[src/rtl/gtxe2_chnl_outclk_sel_ctrl_pkg.sv]
// Shared definitions for the GTXE2 TXOUTCLK source-select controller and the outclk mux.
package gtxe2_chnl_outclk_sel_ctrl_pkg;

    localparam int unsigned SEL_W = 3;
    localparam int unsigned CNT_W = 8;

    typedef logic [SEL_W-1:0] outclk_sel_t;

    localparam outclk_sel_t SEL_OFF     = 3'b000;
    localparam outclk_sel_t SEL_PCS     = 3'b001;
    localparam outclk_sel_t SEL_PMA     = 3'b010;
    localparam outclk_sel_t SEL_REFDIV1 = 3'b011;
    localparam outclk_sel_t SEL_REFDIV2 = 3'b100;

    typedef enum logic [1:0] {
        ST_IDLE   = 2'd0,
        ST_GATE   = 2'd1,
        ST_SETTLE = 2'd2,
        ST_FIN    = 2'd3
    } sel_state_t;

    // Only the four real clock sources may be requested; OFF is internal to the switch sequence.
    function automatic logic is_legal_sel(input outclk_sel_t sel);
        return (sel >= SEL_PCS) && (sel <= SEL_REFDIV2);
    endfunction

endpackage

[src/rtl/gtxe2_chnl_outclk_sel_ctrl.sv]
// Glitch-safe TXOUTCLKSEL sequencer: parks the mux on OFF, applies the new source, waits to settle.
module gtxe2_chnl_outclk_sel_ctrl
    import gtxe2_chnl_outclk_sel_ctrl_pkg::*;
#(
    parameter int unsigned GATE_CYCLES   = 8,
    parameter int unsigned SETTLE_CYCLES = 16,
    parameter logic [2:0]  RESET_SEL     = 3'b011
) (
    input  logic             CLK,
    input  logic             RST_N,
    input  logic             REQ_VALID,
    input  logic [SEL_W-1:0] REQ_SEL,
    output logic             REQ_READY,
    output logic [SEL_W-1:0] TXOUTCLKSEL,
    output logic             BUSY,
    output logic             DONE,
    output logic             ERR
);

    localparam logic [CNT_W-1:0] GATE_LOAD   = CNT_W'(GATE_CYCLES - 1);
    localparam logic [CNT_W-1:0] SETTLE_LOAD = CNT_W'(SETTLE_CYCLES - 1);

    sel_state_t        state;
    sel_state_t        state_nxt;
    logic [CNT_W-1:0]  cnt;
    logic [CNT_W-1:0]  cnt_nxt;
    outclk_sel_t       lat_sel;
    outclk_sel_t       lat_sel_nxt;
    outclk_sel_t       sel_nxt;
    logic              done_nxt;
    logic              err_nxt;

    // State, counter and all outputs are registered from the next-state decode.
    always_ff @(posedge CLK) begin
        if (!RST_N) begin
            state       <= ST_IDLE;
            cnt         <= '0;
            lat_sel     <= RESET_SEL;
            TXOUTCLKSEL <= RESET_SEL;
            DONE        <= 1'b0;
            ERR         <= 1'b0;
            REQ_READY   <= 1'b1;
            BUSY        <= 1'b0;
        end else begin
            state       <= state_nxt;
            cnt         <= cnt_nxt;
            lat_sel     <= lat_sel_nxt;
            TXOUTCLKSEL <= sel_nxt;
            DONE        <= done_nxt;
            ERR         <= err_nxt;
            REQ_READY   <= (state_nxt == ST_IDLE);
            BUSY        <= (state_nxt != ST_IDLE);
        end
    end

    // Next-state decode; the counter is loaded with (length-1) on entry and exits at zero.
    always_comb begin
        state_nxt   = state;
        cnt_nxt     = cnt;
        lat_sel_nxt = lat_sel;
        sel_nxt     = TXOUTCLKSEL;
        done_nxt    = 1'b0;
        err_nxt     = 1'b0;

        unique case (state)
            ST_IDLE: begin
                if (REQ_VALID) begin
                    if (!is_legal_sel(REQ_SEL)) begin
                        err_nxt = 1'b1;
                    end else if (REQ_SEL == TXOUTCLKSEL) begin
                        state_nxt = ST_FIN;
                        cnt_nxt   = '0;
                        done_nxt  = 1'b1;
                    end else begin
                        state_nxt   = ST_GATE;
                        cnt_nxt     = GATE_LOAD;
                        lat_sel_nxt = REQ_SEL;
                        sel_nxt     = SEL_OFF;
                    end
                end
            end

            ST_GATE: begin
                if (cnt == '0) begin
                    state_nxt = ST_SETTLE;
                    cnt_nxt   = SETTLE_LOAD;
                    sel_nxt   = lat_sel;
                end else begin
                    cnt_nxt = cnt - CNT_W'(1);
                end
            end

            ST_SETTLE: begin
                if (cnt == '0) begin
                    state_nxt = ST_FIN;
                    cnt_nxt   = '0;
                    done_nxt  = 1'b1;
                end else begin
                    cnt_nxt = cnt - CNT_W'(1);
                end
            end

            ST_FIN: begin
                state_nxt = ST_IDLE;
                cnt_nxt   = '0;
            end

            default: begin
                state_nxt = ST_IDLE;
                cnt_nxt   = '0;
            end
        endcase
    end

endmodule

[config.mk]
export PLATFORM = sky130hd
export DESIGN_NAME = gtxe2_chnl_outclk_sel_ctrl
export DESIGN_NICKNAME = d
export VERILOG_FILES = /design/src/rtl/gtxe2_chnl_outclk_sel_ctrl_pkg.sv /design/src/rtl/gtxe2_chnl_outclk_sel_ctrl.sv
export SDC_FILE = /design/constraint.sdc
export NUM_CORES = 1
export LEC_CHECK = 0
export ABC_CLOCK_PERIOD_IN_PS = 1550
export CORE_MARGIN = 1
export CORE_UTILIZATION = 54
export CTS_CLUSTER_SIZE = 14
export DETAILED_ROUTE_END_ITERATION = 12
export DONT_BUFFER_PORTS = 1
export GPL_TIMING_DRIVEN = 0
export PLACE_DENSITY = 0.7
export REMOVE_ABC_BUFFERS = 1
export SLEW_MARGIN = 20
export SYNTH_ARGS = -nofsm -noshare
export SYNTH_HDL_FRONTEND = slang
export SYNTH_SLANG_ARGS = --single-unit
[constraint.sdc]
create_clock -name CLK -period 1.55 [get_ports CLK]
set_input_delay 0.155 -clock CLK [delete_from_list [all_inputs] [get_ports CLK]]
set_output_delay 0.155 -clock CLK [all_outputs]
set_load 0.01 [all_outputs]
# == Yosys cells after proc, flatten, opt, wreduce, memory -nomap -nowiden ==
# Index checks and enable logic that the tools add are counted.
# totals
output_inout_bits,7
regBits,20
ram_bits,0
mem_count,0
elab_cells,53
latchBits,0
romBits,0
# classes
n_bitwise,1
mul,0
n_div,0
shifts,0
add_sub_neg,1
n_mux,23
magnitude_cmp,2
eq_ne,8
n_reduce_logical,10
# op_table
operator,count
$mux W8,4
$pmux W8 S4,1
$mux W3,5
$mux W2,5
$logic_not A8 Y1,1
$ne A2 B2 Y1 const B,4
$pmux W2 S4,1
$sub A8 B1 Y8 const B,1
$pmux W3 S2,1
$mux W1,5
$reduce_and A5 Y1,1
$eq A2 B2 Y1 const B,2
$logic_not A2 Y1,2
$reduce_and A4 Y1,1
$reduce_bool A2 Y1,2
$eq A3 B3 Y1,1
$ge A3 B1 Y1 const B,1
$le A3 B3 Y1 const B,1
$reduce_and A3 Y1,1
$eq A2 B1 Y1 const B,1
$pmux W1 S2,1
$reduce_and A2 Y1,1
$logic_and A1 B1 Y1,1
$not A1 Y1,1

# == Longest topological paths before layout ==
# Gate-level depths: netlist (run 1).
# depth
word_depth,6
mapped_depth,6
ltp_nobuf,6

# == Worst setup path before layout (run 1) ==
# Ideal clock, no wire load.
# synth_path
path_kind,reg-to-reg
from,reg cnt[0]
to,reg cnt[1]
setup_slack_ns,-0.096
period_less_slack_ns,1.646
arrival_ns,1.527
stages_incl_launch_ff,7
setup_time_ns,0.120
cell_sequence,dfxtp_1 > inv_1 > ha_1 > or4b_4 > nor2_1 > nor3_1 > o31a_1
# synth_between
elab_chain_len,3
# synth_lines
item,line_no,source
"start, declared",gtxe2_chnl_outclk_sel_ctrl.sv:25,logic [CNT_W-1:0] cnt;
"start signal, assigned",gtxe2_chnl_outclk_sel_ctrl.sv:46,cnt <= cnt_nxt;
$sub A8 B1 Y8 or $logic_not A8 Y1 (tied branches),n/a,
$mux W8 (on tied branches),"gtxe2_chnl_outclk_sel_ctrl.sv:94, gtxe2_chnl_outclk_sel_ctrl.sv:84",
$pmux W8 S4 (*),gtxe2_chnl_outclk_sel_ctrl.sv:65,unique case (state)
# Every way passes the cells marked *; elsewhere a longest branch is shown, timed or not.
# A chain may end at the register's enable or synchronous reset.

# == Final worst setup path (run 1) ==
# layout_path
from,reg cnt[0]
to,reg TXOUTCLKSEL[0]
# layout_between
elab_chain_len,3
# layout_lines
item,line_no,source
$logic_not A8 Y1,gtxe2_chnl_outclk_sel_ctrl.sv:84,if (cnt == '0) begin
$ne A2 B2 Y1 (no source line),n/a,
$reduce_and A5 Y1 (no source line),n/a,
"end signal, assigned",gtxe2_chnl_outclk_sel_ctrl.sv:48,TXOUTCLKSEL <= sel_nxt;
"end, declared",gtxe2_chnl_outclk_sel_ctrl.sv:14,"output logic [SEL_W-1:0] TXOUTCLKSEL,"
# Every way passes these cells.

==> results of run 1 <==
-- critical path: cells and delay by family (launching register included) --
family / cells / cell delay (ns)
AOI/OAI and AO/OA: 1 / 0.09
adders and majority gates: 1 / 0.12
DFF: 1 / 0.35
buffers and inverters: 2 / 0.25
and+or+nand+nor: 2 / 0.67
-- final cells by class --
class	count	area share (%)
multi-input combinational	90	53.61
sequential	20	32.33
timing repair buffer	12	8.233
tap	25	2.510
clock buffer	3	1.807
inverter	5	1.506
-- kinds of logic (layout without fill, tap and decap cells) --
family / count (synthesis) / after routing / share of synthesized area [%]
XOR/XNOR: 4 / 4 / 3.399
buffers and inverters: 8 / 20 / 4.369
AO/OA/AOI/OAI: 42 / 42 / 27.55
adder cells (fa/ha/maj): 2 / 2 / 2.427
AND/OR/NAND/NOR: 42 / 42 / 23.42
flip-flops: 20 / 20 / 38.83
-- registers in the layout, indices dropped and copies added (netlist names) --
signal       count
cnt              8
TXOUTCLKSEL      3
lat_sel          3
state            2
BUSY             1
DONE             1
ERR              1
REQ_READY        1
-- power by group --
group	internal, W	switching (W)	total [W]
clock	0.0000901	0.000146	0.000236
sequential	0.000670	0.000194	0.000864
combinational	0.000682	0.000760	0.00144
-- cell usage after synthesis (2+ instances only) --
cell and count:
dfxtp_1 20, a21oi_1 12, nand3_1 9, o21ai_0 8, nand2_1 7, nor2_1 6
inv_1 5, nor3_1 4, o211ai_1 3, xnor2_1 3, a22oi_1 2, and3_1 2
buf_6 2, ha_1 2, nand2b_1 2, o21a_1 2, o21ai_1 2, o21ai_2 2
o22ai_1 2, o31a_1 2, o31ai_1 2, or3_1 2, or4_1 2
-- per-layer routing --
layer	part of all wire [%]	GRT usage, %	vias up
met3	5.5	4.365	4
met4	0.67	4.706	0
met2	48	42.57	35
met1	45	34.06	462
met5	0	0	-
li1	-	-	470
-- final timing paths --
check,start,to
min reg2reg,lat_sel[2],TXOUTCLKSEL[2]
max reg2reg,cnt[0],TXOUTCLKSEL[0]
max,cnt[0],TXOUTCLKSEL[0]
min,RST_N,TXOUTCLKSEL[2]
-- per-stage QoR --
stage | TNS, ns | cells | cell area [um^2]
2_1_floorplan | -0.1115 | 115 | 1005
3_3_place_gp | -1.391 | 140 | 1036
3_5_place_dp | -1.822 | 140 | 1036
4_1_cts | -0.2973 | 154 | 1192
5_1_grt | -0.8198 | 155 | 1246
6_report | -0.3770 | 155 | 1246
-- what timing repair did --
item / 4_1_cts / 5_1_grt
hold buffers: 2 / 0
resized for setup: 13 / 13
pin swaps: 5 / 6
endpoints found under the setup margin: 14 / 19
setup buffers: 9 / 1
endpoints found under the hold margin: 10 / 0
==> out/qor.csv, run 1 <==
metric,value,unit
status,"complete, but fails checks",
failing checks,setup timing,
PortBufs,0,
total grt overflow,0,
multi-input logic area,668.1,um^2
CTS tree,yes,
Die Area,2088,um^2
Post-synth EDFFs,0,
syn avg cell area,8.737,um^2
Synth Instances,118,
CP required,1.71,ns
via/cell ratio,6.265,
max_cap viols,0,
share of layout cells above drive strength 1,30.00,%
Crit Path Class,flip-flop to flip-flop,
pins over their slew limit,0,
hold violation count in the final report,0,
drt drc,0,
crit-path max cell delay,0.50,ns
sequential share of the synthesized area,38.83,%
Yosys top cell area share,38.83,%
vias in the first global route,882,
CP max stage cell,or4b_4,
min-delay worst type,primary input to flip-flop,
Sink Count,20,
Initial Util,58.44,%
pre-CTS setup slack,-0.2598,ns
Rel. slew slack,57.15,%
FILL cells,146,
nets@finish,140,
Peak Freq,0.6206,GHz
reg2reg path depth,6,
Die Y,45.70,um
RD Place Congestion,0.8598,
Most used DFF post-synth,dfxtp_1,
clk_lat worst skew,0.29,ns
total wire length,2382,um
ANT cells,0,
reg2reg setup slack,-0.06,ns
P_leak,0.4557,nW
IO Pins,13,
Critical Path End Type,flip-flop,
YS warnings,0,
RSZ-0062 raised after global routing,true,
Hold Path Cell Cnt,2,
clock root buffer,clkbuf_4,
TritonRoute pass-1 iters,4,
Mapped Area,1031,um^2
library cells used by synthesis,38,
Post-synth ARST share,0,%
top cell type by total area after synthesis,dfxtp_1,
Worst Setup Start Kind,flip-flop,
Wirelength per Cell,15.37,um
crit path max fanout,5,
Final WS setup,-0.06145,ns
synthesized flop and latch total,20,
TritonCTS Buffers,3,
"top cells by area, synth","dfxtp_1 (39%), a21oi_1 (5.8%), nand3_1 (4.4%)",
Final period util,104.0,%
Synth-to-Final Area Change,20.87,%
initial DRC count,50,
CTS max path bufs,2,
die width,45.70,um
Sequential cell area,402.9,um^2
final hold slack,0.01180,ns
H-tree depth,1,
crit-path cells,"inv_2, ha_4, or4b_4, nor3_4, buf_4, o211ai_1",
total power,0.002542,W
post-layout util,70.64,%
vias,971,
pwr dens,2040,nW/um^2
FP Rows,15,
largest net degree at the start of global routing,14,
clock skew,0.004499,ns
worst endpoint data arrival time,1.77,ns
Tot GR Track Use,25.29,%
Slew @ Worst Pin,0.6427,ns
"commonest cells after routing, fill and taps aside","dfxtp_1 (18), a21oi_1 (10), buf_4 (8)",
initial antenna violation count,0,
Clock transition at path regs,0.11,ns
Peak VDD IR,1353,uV
Final setup violation count,8,
"most common cell after layout, fill and taps aside",dfxtp_1,
minimum clock period,1.611,ns
first-pass GRT wire length,3850,um
placed wire-length estimate,1500,um
Core Area,1764,um^2
"antenna viol nets, final",0,
(Power assumes the default switching activity.)
==> run 2, diff against run 1 <==
SETUP_SLACK_MARGIN = 0.02   (was unset)
==> out/qor.csv, run 2 (synthesized netlist as in run 1, its figures left out) <==
metric,value,unit,change
"most common cell after layout, fill and taps aside",dfxtp_1,,unchanged
die width,45.70,um,unchanged
Initial Util,58.44,%,unchanged
clock skew,0.001823,ns,was 0.004499 ns
Wirelength per Cell,15.37,um,unchanged
final hold slack,0.01553,ns,was 0.01180 ns
"delay-heaviest family, CP",simple AND/OR/NAND/NOR gates,,unchanged
Final period util,103.8,%,was 104.0%
Tot GR Track Use,25.29,%,unchanged
Final setup violation count,8,,unchanged
initial antenna violation count,0,,unchanged
pre-CTS setup slack,-0.2598,ns,unchanged
Synth-to-Final Area Change,20.87,%,unchanged
clk_lat worst skew,0.28,ns,was 0.29 ns
reg2reg path depth,6,,unchanged
largest net degree at the start of global routing,14,,unchanged
RSZ-0062 raised after global routing,true,,unchanged
RD Place Congestion,0.8598,,unchanged
placed wire-length estimate,1500,um,unchanged
max_cap viols,0,,unchanged
crit-path max cell delay,0.50,ns,about the same
Hold Path Cell Cnt,2,,unchanged
reg2reg setup slack,-0.06,ns,about the same
min-delay src,RST_N,,unchanged
CTS tree,yes,,unchanged
Peak VDD IR,1352,uV,was 1353 uV
pins over their slew limit,0,,unchanged
nets@finish,140,,unchanged
vias in the first global route,882,,unchanged
post-layout util,70.64,%,unchanged
Die Y,45.70,um,unchanged
TritonRoute pass-1 iters,4,,unchanged
FP Rows,15,,unchanged
CP max stage cell,or4b_4,,unchanged
crit path max fanout,5,,unchanged
R2R Path End,TXOUTCLKSEL[0],,unchanged
largest registers,"cnt (8), TXOUTCLKSEL (3), lat_sel (3)",,unchanged
failing checks,setup timing,,unchanged
Slew @ Worst Pin,0.6465,ns,was 0.6427 ns
"commonest cells after routing, fill and taps aside","dfxtp_1 (18), a21oi_1 (10), buf_4 (8)",,unchanged
max FFs per register,8,,unchanged
clock root buffer,clkbuf_4,,unchanged
min-delay worst type,primary input to flip-flop,,unchanged
Crit Path Class,flip-flop to flip-flop,,unchanged
Reg with most FFs,cnt,,unchanged
hold violation count in the final report,0,,unchanged
total grt overflow,0,,unchanged
status,"complete, but fails checks",,unchanged
minimum clock period,1.609,ns,was 1.611 ns
Sink Count,20,,unchanged
FF-to-FF Start,cnt[1],,was cnt[0]
share of layout cells above drive strength 1,30.00,%,unchanged
PortBufs,0,,unchanged
CP required,1.71,ns,about the same
P_leak,0.4557,nW,about the same
Worst Setup Start Kind,flip-flop,,unchanged
worst hold path endpoint,TXOUTCLKSEL[2],,unchanged
Peak Freq,0.6215,GHz,was 0.6206 GHz
Critical Path End Type,flip-flop,,unchanged
Clock transition at path regs,0.10,ns,was 0.11 ns
IO Pins,13,,unchanged
vias,980,,was 971
pwr dens,2039,nW/um^2,was 2040 nW/um^2
via/cell ratio,6.323,,was 6.265
initial DRC count,51,,was 50
Core Area,1764,um^2,unchanged
TritonCTS Buffers,3,,unchanged
FILL cells,146,,unchanged
worst endpoint data arrival time,1.77,ns,about the same
"antenna viol nets, final",0,,unchanged
ANT cells,0,,unchanged
CTS max path bufs,2,,unchanged
H-tree depth,1,,unchanged
drt drc,0,,unchanged
CP Buf/Inv Count,2,,unchanged
Rel. slew slack,56.90,%,was 57.15%
total wire length,2382,um,unchanged
first-pass GRT wire length,3850,um,unchanged
crit-path cells,"inv_2, ha_4, or4b_4, nor3_4, buf_4, o211ai_1",,unchanged
Final WS setup,-0.05893,ns,was -0.06145 ns
Die Area,2088,um^2,unchanged
run 2: layout make-up:
| class | count | area [um^2] | area share, % |
|---|---|---|---|
| timing repair buffer | 12 | 102.6 | 8.233 |
| inverter | 5 | 18.77 | 1.506 |
| sequential | 20 | 402.9 | 32.33 |
| clock buffer | 3 | 22.52 | 1.807 |
| multi-input combinational | 90 | 668.1 | 53.61 |
| tap | 25 | 31.28 | 2.510 |
run 2: worst max path at each step:
stage / from / cells after the start / slack [ns] / to
floorplan: cnt[0] / 6 / -0.1 / cnt[1]
global placement: cnt[0] / 6 / -0.23 / cnt[0]
detailed placement: cnt[0] / 6 / -0.26 / cnt[0]
CTS: cnt[1] / 7 / -0.07 / cnt[0]
global route: cnt[0] / 6 / -0.12 / TXOUTCLKSEL[0]
finish: cnt[1] / 6 / -0.06 / TXOUTCLKSEL[0]
run 2: power breakdown:
| group | internal, W | switching [W] | total [W] |
|---|---|---|---|
| Clock | 0.0000901 | 0.000143 | 0.000234 |
| Combinational | 0.000682 | 0.000761 | 0.00144 |
| Sequential | 0.000670 | 0.000194 | 0.000865 |
| Total | 0.00144 | 0.00110 | 0.00254 |
run 2: timing repair:
action                                  in CTS  in global routing
hold endpoints to repair                    10                  0
gates resized for setup                     13                 13
buffers inserted                             9                  1
pin swaps                                    5                  7
hold buffers                                 2                  0
endpoints found under the setup margin      15                 19
run 2: routing by layer:
layer | global-route usage [%] | part of all wire (%) | wire length, um
met1 | 34.06 | 45 | 1071
met2 | 42.57 | 48 | 1145
met3 | 4.365 | 5.9 | 140
met4 | 4.706 | 1.0 | 25
met5 | 0 | 0 | 0
run 2: per-stage QoR:
step | std cells | TNS, ns | total power (W) | instance area (um^2)
finish | 155 | -0.3683 | 0.002541 | 1246
floorplan | 115 | -0.1115 | 0.001634 | 1005
CTS | 154 | -0.2973 | 0.002373 | 1192
global placement | 140 | -1.391 | 0.001812 | 1036
detailed placement | 140 | -1.822 | 0.001841 | 1036
global route | 155 | -0.8198 | 0.002729 | 1246
==> run 3, diff against run 2 <==
CORE_MARGIN = 2   (was 1)
==> out/qor.csv, run 3 (synthesized netlist as in run 1, its figures left out) <==
metric,value,unit,change
post-layout util,69.50,%,was 70.64%
metal3 WL,157,um,was 140 um
pwr dens,2060,nW/um^2,was 2039 nW/um^2
vias in the first global route,870,,was 882
FILL cells,152,,was 146
Wirelength per Cell,15.68,um,was 15.37 um
Critical Path End Type,flip-flop,,unchanged
Final period util,106.4,%,was 103.8%
Inst Count DP,140,,unchanged
Peak Freq,0.6061,GHz,was 0.6215 GHz
first-pass GRT wire length,3912,um,was 3850 um
Rel. slew slack,58.93,%,was 56.90%
clk_lat worst skew,0.30,ns,was 0.28 ns
max FFs per register,8,,unchanged
pins over their slew limit,0,,unchanged
Final WS setup,-0.09984,ns,was -0.05893 ns
RSZ-0062 raised after global routing,true,,unchanged
initial antenna violation count,0,,unchanged
final hold slack,0.006456,ns,was 0.01553 ns
failing checks,setup timing,,unchanged
Clock transition at path regs,0.11,ns,was 0.10 ns
PortBufs,0,,unchanged
minimum clock period,1.650,ns,was 1.609 ns
"commonest cells after routing, fill and taps aside","dfxtp_1 (18), a21oi_1 (10), nand3_1 (7), nand2_1 (7)",,"was dfxtp_1 (18), a21oi_1 (10), buf_4 (8)"
CP required,1.78,ns,was 1.71 ns
share of layout cells above drive strength 1,25.58,%,was 30.00%
clock root buffer,clkbuf_4,,unchanged
P_leak,0.4482,nW,was 0.4557 nW
status,"complete, but fails checks",,unchanged
via/cell ratio,6.201,,was 6.323
total grt overflow,0,,unchanged
Die Area,2275,um^2,was 2088 um^2
CTS tree,yes,,unchanged
Hold Path Cell Cnt,2,,unchanged
Final Cell Area,1226,um^2,was 1246 um^2
Core Area,1764,um^2,unchanged
die width,47.70,um,was 45.70 um
Final setup violation count,11,,was 8
crit-path max cell delay,0.51,ns,was 0.50 ns
initial DRC count,32,,was 51
vias,955,,was 980
Peak VDD IR,1365,uV,was 1352 uV
RD Place Congestion,0.8079,,was 0.8598
setup_tns,-0.4622,ns,was -0.3683 ns
CTS max path bufs,2,,unchanged
FP Rows,15,,unchanged
CP max stage cell,or4b_4,,unchanged
worst endpoint data arrival time,1.88,ns,was 1.77 ns
ANT cells,0,,unchanged
wl on met1,1065,um,was 1071 um
Worst Setup Start Kind,flip-flop,,unchanged
drt drc,0,,unchanged
Die Y,47.70,um,was 45.70 um
met2 WL,1158,um,was 1145 um
"antenna viol nets, final",0,,unchanged
Tot GR Track Use,24.62,%,was 25.29%
hold violation count in the final report,0,,unchanged
Reg with most FFs,cnt,,unchanged
Placed Instance Area,1036,um^2,unchanged
crit-path cells,"inv_2, ha_4, or4b_4, nor3_4, buf_4, a21oi_2, o22ai_1",,"was inv_2, ha_4, or4b_4, nor3_4, buf_4, o211ai_1"
Synth-to-Final Area Change,18.93,%,was 20.87%
H-tree depth,1,,unchanged
IO Pins,13,,unchanged
"most common cell after layout, fill and taps aside",dfxtp_1,,unchanged
TritonRoute pass-1 iters,4,,unchanged
Sink Count,20,,unchanged
Slew @ Worst Pin,0.6161,ns,was 0.6465 ns
reg2reg path depth,7,,was 6
Finished Layout Cells,154,,was 155
Initial Util,58.44,%,unchanged
min-delay worst type,primary input to flip-flop,,unchanged
multi-input logic area,650.6,um^2,was 668.1 um^2
crit path max fanout,3,,was 5
max_cap viols,0,,unchanged
nets@finish,138,,was 140
TritonCTS Buffers,3,,unchanged
top layer in use,met4,,unchanged
Crit Path Class,flip-flop to flip-flop,,unchanged
total wire length,2415,um,was 2382 um
placed wire-length estimate,1558,um,was 1500 um
largest net degree at the start of global routing,14,,unchanged
largest registers,"cnt (8), TXOUTCLKSEL (3), lat_sel (3)",,unchanged
Sequential cell area,402.9,um^2,unchanged
clock skew,0.002099,ns,was 0.001823 ns
==> run 3: changes by cell type in the layout (fill, tap and decap cells not counted) <==
cell and delta:
o22ai_2 -1, clkbuf_8 +1, nand2_2 -1, buf_6 -1
ha_2 -1, o22ai_1 +1, nand2_1 +1, buf_4 -2
ha_1 +1, nor4b_2 -1, nor4b_1 +1, dlygate4sd3_1 +1
==> run 3: where the power goes <==
part | internal, W | total, W | switching, W
clock network | 0.000143 | 0.000298 | 0.000155
logic | 0.000631 | 0.00138 | 0.000744
registers | 0.000670 | 0.000852 | 0.000183
==> run 3: worst paths after layout <==
| check | startpoint | end | slack [ns] |
|---|---|---|---|
| min | REQ_SEL[0] | lat_sel[0] | 0.006 |
| min reg2reg | lat_sel[2] | TXOUTCLKSEL[2] | 0.49 |
| max reg2reg | cnt[1] | cnt[0] | -0.1 |
| max | cnt[1] | cnt[0] | -0.1 |
==> run 3: area by class of cell <==
type / count / area share (%)
clock buffer: 4 / 2.959
inverter: 5 / 1.531
timing repair buffer: 10 / 7.041
tap: 25 / 2.551
multi-input combinational: 90 / 53.06
sequential: 20 / 32.86
==> run 3: routing by layer <==
layer | track usage, % | up-vias
met4 | 7.568 | 0
met2 | 38.67 | 36
met5 | 0 | -
met1 | 33.10 | 449
met3 | 6.415 | 4
li1 | - | 466
==> run 3: metrics by stage <==
| step | setup slack [ns] | power [W] |
|---|---|---|
| after floorplan | -0.09631 | 0.001634 |
| after global placement | -0.2658 | 0.001814 |
| after detailed placement | -0.2983 | 0.001841 |
| after CTS | -0.08073 | 0.002398 |
| after global routing | -0.1629 | 0.002705 |
| final | -0.09984 | 0.002526 |
==> run 3: worst max-delay path, delay by kind of cell (launching register included) <==
kind	cells	cell delay (ns)
DFF	1	0.34
buffers and inverters	2	0.22
adders and majority gates	1	0.13
AOI/OAI and AO/OA	2	0.20
and+or+nand+nor	2	0.69
==> run 3: what timing repair did <==
| item | CTS | global route |
|---|---|---|
| setup endpoints to repair | 14 | 19 |
| pin swaps | 4 | 4 |
| cloned | 0 | 0 |
| resized for setup | 11 | 10 |
| hold buffers | 3 | 0 |
| buffers inserted | 7 | 0 |
| hold endpoints to repair | 12 | 0 |
